`src/rtl/riscv_bus_arbiter.sv`:
```
// Two-master (instruction fetch / data) arbiter onto a single memory port.
// At most one memory transaction is outstanding. Data wins ties unless the
// fetch side has waited STARVE_LIMIT data grants. A presented but ungranted
// request stays locked to its master until the memory accepts it.
module riscv_bus_arbiter #(
    parameter int unsigned STARVE_LIMIT = 4
) (
    input  logic        clk,
    input  logic        rst_n,
    // instruction fetch master
    input  logic        i_ireq,
    input  logic [31:0] i_iaddr,
    output logic        o_igrant,
    output logic        o_irvalid,
    output logic [31:0] o_irdata,
    // data master
    input  logic        i_dreq,
    input  logic        i_dwe,
    input  logic [3:0]  i_dbe,
    input  logic [31:0] i_daddr,
    input  logic [31:0] i_dwdata,
    output logic        o_dgrant,
    output logic        o_drvalid,
    output logic [31:0] o_drdata,
    // memory port
    output logic        o_mreq,
    output logic        o_mwe,
    output logic [3:0]  o_mbe,
    output logic [31:0] o_maddr,
    output logic [31:0] o_mwdata,
    input  logic        i_mgrant,
    input  logic        i_mrvalid,
    input  logic [31:0] i_mrdata,
    // sticky protocol error
    output logic        o_proto_err
);

    localparam int unsigned SW = (STARVE_LIMIT < 1) ? 1 : $clog2(STARVE_LIMIT + 1);
    localparam logic [SW-1:0] STARVE_MAX = SW'(STARVE_LIMIT);

    typedef enum logic [1:0] {
        IDLE   = 2'd0,
        RESP_I = 2'd1,
        RESP_D = 2'd2
    } state_e;

    state_e        state_q, state_d;
    logic          lock_q, lock_d;
    logic          lock_data_q, lock_data_d;
    logic [SW-1:0] starve_q, starve_d;
    logic          proto_err_q, proto_err_d;

    logic idle;
    logic sel_data;

    // Master selection: honour a live lock, else data first unless fetch is starved
    always_comb begin
        idle     = rst_n && (state_q == IDLE);
        sel_data = 1'b0;
        if (lock_q && (lock_data_q ? i_dreq : i_ireq)) begin
            sel_data = lock_data_q;
        end else if (i_ireq && i_dreq) begin
            sel_data = (starve_q != STARVE_MAX);
        end else begin
            sel_data = i_dreq;
        end
    end

    // Combinational request/grant/response outputs, all forced low in reset
    always_comb begin
        o_mreq    = idle && (i_ireq || i_dreq);
        o_dgrant  = o_mreq && sel_data && i_mgrant;
        o_igrant  = o_mreq && !sel_data && i_mgrant;
        o_mwe     = 1'b0;
        o_mbe     = 4'h0;
        o_maddr   = 32'h0;
        o_mwdata  = 32'h0;
        if (o_mreq) begin
            if (sel_data) begin
                o_mwe    = i_dwe;
                o_mbe    = i_dbe;
                o_maddr  = i_daddr;
                o_mwdata = i_dwdata;
            end else begin
                o_mbe    = 4'hF;
                o_maddr  = i_iaddr;
            end
        end
        o_irvalid   = rst_n && (state_q == RESP_I) && i_mrvalid;
        o_drvalid   = rst_n && (state_q == RESP_D) && i_mrvalid;
        o_irdata    = o_irvalid ? i_mrdata : 32'h0;
        o_drdata    = o_drvalid ? i_mrdata : 32'h0;
        o_proto_err = proto_err_q;
    end

    // Next-state: transaction sequencing, lock, starvation count, error flag
    always_comb begin
        state_d     = state_q;
        lock_d      = lock_q;
        lock_data_d = lock_data_q;
        starve_d    = starve_q;
        proto_err_d = proto_err_q;
        case (state_q)
            IDLE: begin
                if (i_mrvalid) begin
                    proto_err_d = 1'b1;
                end
                if (o_dgrant) begin
                    state_d = RESP_D;
                    lock_d  = 1'b0;
                    if (i_ireq && (starve_q != STARVE_MAX)) begin
                        starve_d = starve_q + SW'(1);
                    end
                end else if (o_igrant) begin
                    state_d  = RESP_I;
                    lock_d   = 1'b0;
                    starve_d = '0;
                end else if (o_mreq) begin
                    lock_d      = 1'b1;
                    lock_data_d = sel_data;
                end
            end
            RESP_I, RESP_D: begin
                if (i_mrvalid) begin
                    state_d = IDLE;
                end
            end
            default: begin
                state_d = IDLE;
            end
        endcase
    end

    // State registers with asynchronous reset
    always_ff @(posedge clk or negedge rst_n) begin
        if (!rst_n) begin
            state_q     <= IDLE;
            lock_q      <= 1'b0;
            lock_data_q <= 1'b0;
            starve_q    <= '0;
            proto_err_q <= 1'b0;
        end else begin
            state_q     <= state_d;
            lock_q      <= lock_d;
            lock_data_q <= lock_data_d;
            starve_q    <= starve_d;
            proto_err_q <= proto_err_d;
        end
    end

endmodule

```
`config.mk`:
```
export PLATFORM = sky130hd
export DESIGN_NAME = riscv_bus_arbiter
export DESIGN_NICKNAME = d
export VERILOG_FILES = /design/src/rtl/riscv_bus_arbiter.sv
export SDC_FILE = /design/constraint.sdc
export NUM_CORES = 1
export LEC_CHECK = 0
export CAP_MARGIN = 20
export CORE_AREA = 2 2 106 108
export CTS_CLUSTER_DIAMETER = 60
export DETAILED_ROUTE_END_ITERATION = 10
export DIE_AREA = 0 0 108 110
export HOLD_SLACK_MARGIN = 0.12
export PLACE_DENSITY = 0.63
export SLEW_MARGIN = 10
export SYNTH_ARGS = -nofsm -noshare
export SYNTH_HDL_FRONTEND = slang
export SYNTH_SLANG_ARGS = --single-unit
export TNS_END_PERCENT = 10
```
`constraint.sdc`:
```
create_clock -name clk -period 3.9 [get_ports clk]
set_input_delay 0.39 -clock clk [delete_from_list [all_inputs] [get_ports clk]]
set_output_delay 0.39 -clock clk [all_outputs]
set_load 0.01 [all_outputs]
```
* Yosys cells after proc, flatten, opt, wreduce, memory -nomap -nowiden *
Cells that the tools add are included.

word-level totals
  output and inout port bits = 139
  word-level logic and storage cells = 61
  bits of input ports = 139
  register bits after elaboration = 8

operators by class
  bitwise operators = 2
  $add $sub $neg = 1
  reduce and logical (&&, ||, !) cells = 24
  eq/ne operators = 6
  muxes and demuxes = 23

operators with widths
  cell                                                                     number
  32-bit two-way mux                                                       6
  1-bit logical AND                                                        13
  3-bit two-way mux                                                        3
  1-bit two-way mux                                                        8
  4-bit two-way mux                                                        2
  2-bit two-way mux                                                        3
  3-bit inequality test, second input constant                             2
  2-bit AND reduction                                                      3
  2-bit one-hot mux with 2 select lines                                    1
  4-bit AND reduction                                                      1
  3-bit by 1-bit adder with 3-bit output, second input constant            1
  3-bit AND reduction                                                      1
  3-bit nonzero test                                                       1
  2-bit by 1-bit equality test with 1-bit output, second input constant    1
  2-bit equality test, second input constant                               1
  2-bit logical NOT                                                        1
  2-bit by 1-bit inequality test with 1-bit output, second input constant  1
  2-bit inequality test, second input constant                             1
  1-bit inverter                                                           2
  2-bit nonzero test                                                       1
  2-bit OR reduction                                                       1
  1-bit logical NOT                                                        1
  1-bit logical OR                                                         1

* Logic depth before layout (Yosys ltp) *
  depth in word-level cells = 9
  depth in mapped cells = 7
  depth with buffers taken out = 5

* Least setup slack after synthesis *
Ideal clock, no wire load.

  kind = register -> output
  start point = reg state_q[0]
  end point = out o_maddr[0]
  cell stages (with the launch flop) = 8
  data required time = 3.510 ns
  buffers on the path = 2
  data arrival time = 1.397 ns
  slack = 2.113 ns
  cell sequence = dfrtp_1 -> inv_1 -> ha_1 -> and2_1 -> buf_6 -> buf_2 -> nand2_1 -> o22ai_2

between the ends
  longest elaborated chain between the ends = 4

ends and longest elaborated chain
  what                    line  text
  start, declared         47    state_e state_q, state_d;
  start signal, assigned  143   state_q <= state_d;
  2-bit logical NOT       58    idle = rst_n && (state_q == IDLE);
  1-bit logical AND       58
  1-bit logical AND       71    o_mreq = idle && (i_ireq || i_dreq);
  32-bit two-way mux      78    if (o_mreq) begin
  end, declared           29    output logic [31:0] o_maddr,

Every way passes these cells.

* Worst setup path after layout *
  start point = reg state_q[1]
  end point = out o_maddr[22]

The elaborated chain is that of the path after synthesis.

==> results.json <==
{
  "wl_per_cell_um": 14.8,
  "netlist_area_sq_mm": 0.00208,
  "status": "complete, no violations",
  "place_area_sq_mm": 0.00485,
  "tightest_slew_ns": 0.591,
  "leakage_uw": 0.00192,
  "rsz0062_at_grt": "no",
  "cts_root_buf": "clkbuf_8",
  "finalHoldViolations": 0,
  "drc_errors": 0,
  "clockBufferDepth": 2,
  "setup_tns_ns": 0,
  "overflow": 0,
  "postLayoutCoreUtil": 0.457,
  "die_area_sq_mm": 0.0119,
  "io_pins": 278,
  "via_count": 2947,
  "drive_gt1_frac": 0.0931,
  "end_kind": "primary output",
  "antenna_cells": 0,
  "holdCritPathClass": "register to register",
  "h-tree-depth": 1,
  "portBuffers": 277,
  "clock_skew_ns": 0.00247,
  "final_cell_count_no_fill": 677,
  "die_w_um": 108,
  "maxSlewHeadroom": 0.606,
  "clock_sinks": 8,
  "critPathKind": "register to primary output",
  "cp_max_fo": 64,
  "cts_setup_buffers": 0,
  "clk_latency_ns": 0.23,
  "syn_to_final_growth_pct": 135,
  "fin_crit_ns": 3.01,
  "setup_viol": 0,
  "slew_viol_final": 0,
  "p_per_area_mw_per_mm2": 300,
  "synthArstFlopShare": 1.00,
  "hold_buffers": 0,
  "r2r_cells": 5,
  "cp.arrival_ns": 2.62,
  "row_count": 38,
  "avgSynthCellArea_sq_um": 7.44,
  "crit_slowest_cell": "clkdlybuf4s50_1",
  "tritoncts": "built",
  "worstPathRequired_ns": 3.51,
  "cts_buffers": 3,
  "cts.clk_slew.worst_paths_ns": 0.04,
  "wl_mm": 10.0,
  "dpl.cell_count": 674,
  "drt_iter0_markers": 180,
  "grt_pass1_wl_mm": 14.3,
  "hpwlAfterDp_mm": 8.07,
  "layout_common_cells": "277 x clkdlybuf4s50_1, 65 x and2_1, 64 x nand2_1",
  "grt.total_usage": 0.149,
  "synth-seq-cells": 8,
  "cp-start-kind": "register",
  "cts_resized": 0,
  "final_nets": 683,
  "ys_warn_count": 0,
  "fin_area_sq_mm": 0.00489,
  "yosysSeqAreaShare": 0.0961,
  "grt_pass1_vias": 2831,
  "grt_antenna_before_repair": 0,
  "place_congestion": 0.775,
  "die_h_um": 110,
  "ant_nets": 0,
  "worstPathCellList": "inv_1 -> ha_1 -> and2_2 -> buf_4 -> nand2_1 -> o22ai_2 -> clkdlybuf4s50_1",
  "synth_cell_types": 36,
  "max_freq_ghz": 0.332,
  "coreArea_sq_mm": 0.0107,
  "slowest_delay_ns": 0.55,
  "peakVddDrop_v": 0.000149,
  "synth_fp_nets": 424,
  "start_util": 0.195,
  "maxCapViolCount": 0,
  "synth_cells": 280,
  "synth_edf_count": 0,
  "layout.cells.most_common": "clkdlybuf4s50_1",
  "total_power_uw": 1470,
  "synthFlopType": "dfrtp_1",
  "hold_depth": 1,
  "post-route-period-util": 0.773,
  "vias_per_cell": 4.35,
  "grt_max_degree": 65,
  "drtPass1Iterations": 4
}
[stage by stage]
stage | hold slack [ns] | worst slack [ns]
after floorplan | 0.0944 | 2.11
final | 0.457 | 0.885
after global placement | 0.446 | 0.980
after CTS | 0.462 | 0.872
after detailed placement | 0.453 | 0.907
after global routing | 0.484 | 0.688
[kinds of logic (layout without fill, tap and decap cells)]
group | Yosys count | count (layout) | share of synthesized area
AND/OR/NAND/NOR | 175 | 175 | 0.458
AO/OA/AOI/OAI | 54 | 54 | 0.287
buffers and inverters | 37 | 294 | 0.124
flip-flops | 8 | 8 | 0.0961
adder cells (fa/ha/maj) | 5 | 5 | 0.0300
multiplexers | 1 | 1 | 0.00541
[worst max-delay path: cells and delay by family, from the launching register on]
kind	cells	cell delay, ns
buf+inv	3	1.14
flops	1	0.39
simple gates	2	0.38
fa+ha+maj	1	0.32
compound gates	1	0.16
[final timing paths]
kind                            slack [ns]          end   startpoint
worst max-delay path                  0.89  o_maddr[22]   state_q[1]
worst min-delay path                  0.46  o_proto_err  o_proto_err
worst max register to register        2.20   state_q[1]   state_q[1]
worst min register to register        0.46  o_proto_err  o_proto_err
max in group asynchronous             3.24  starve_q[1]        rst_n
min in group asynchronous             0.50       lock_q        rst_n
[cell usage after synthesis, types with 2 or more instances]
cell type | count | share of area
nor2_1 | 3 | 0.0054
dfrtp_1 | 8 | 0.096
nand2_1 | 64 | 0.12
ha_1 | 5 | 0.030
o22ai_1 | 4 | 0.012
o22ai_2 | 30 | 0.18
inv_1 | 7 | 0.013
and3_1 | 35 | 0.11
a31o_4 | 2 | 0.017
buf_2 | 8 | 0.019
clkbuf_1 | 6 | 0.011
o21a_1 | 5 | 0.018
o21ai_0 | 2 | 0.0048
buf_6 | 14 | 0.076
and2_1 | 66 | 0.20
[final cells by class]
type / instances / area, sq um
inverter: 8 / 30.0
multi-input combinational: 235 / 1630
clock buffer: 3 / 41.3
timing repair buffer: 283 / 2820
sequential: 8 / 200
tap: 140 / 175
fill: 1059 / 5810
[layer usage]
| metal | routed length (um) | up-vias | part of all wire | GRT usage |
|---|---|---|---|---|
| li1 | - | 1470 | - | - |
| met1 | 3790 | 1314 | 0.38 | 0.171 |
| met2 | 4980 | 151 | 0.50 | 0.270 |
| met3 | 1110 | 12 | 0.11 | 0.0523 |
| met4 | 133 | 0 | 0.013 | 0.0256 |
| met5 | 0 | - | 0 | 0 |
[power breakdown]
| group | switching (uW) | internal, uW |
|---|---|---|
| clock | 32.8 | 66.9 |
| sequential | 25.5 | 112 |
| combinational | 583 | 649 |
[state kept, by name, indices dropped and copies added (netlist names)]
name / count
lock_data_q: 1
starve_q: 3
o_proto_err: 1
lock_q: 1
state_q: 2
(Power assumes the default switching activity.)
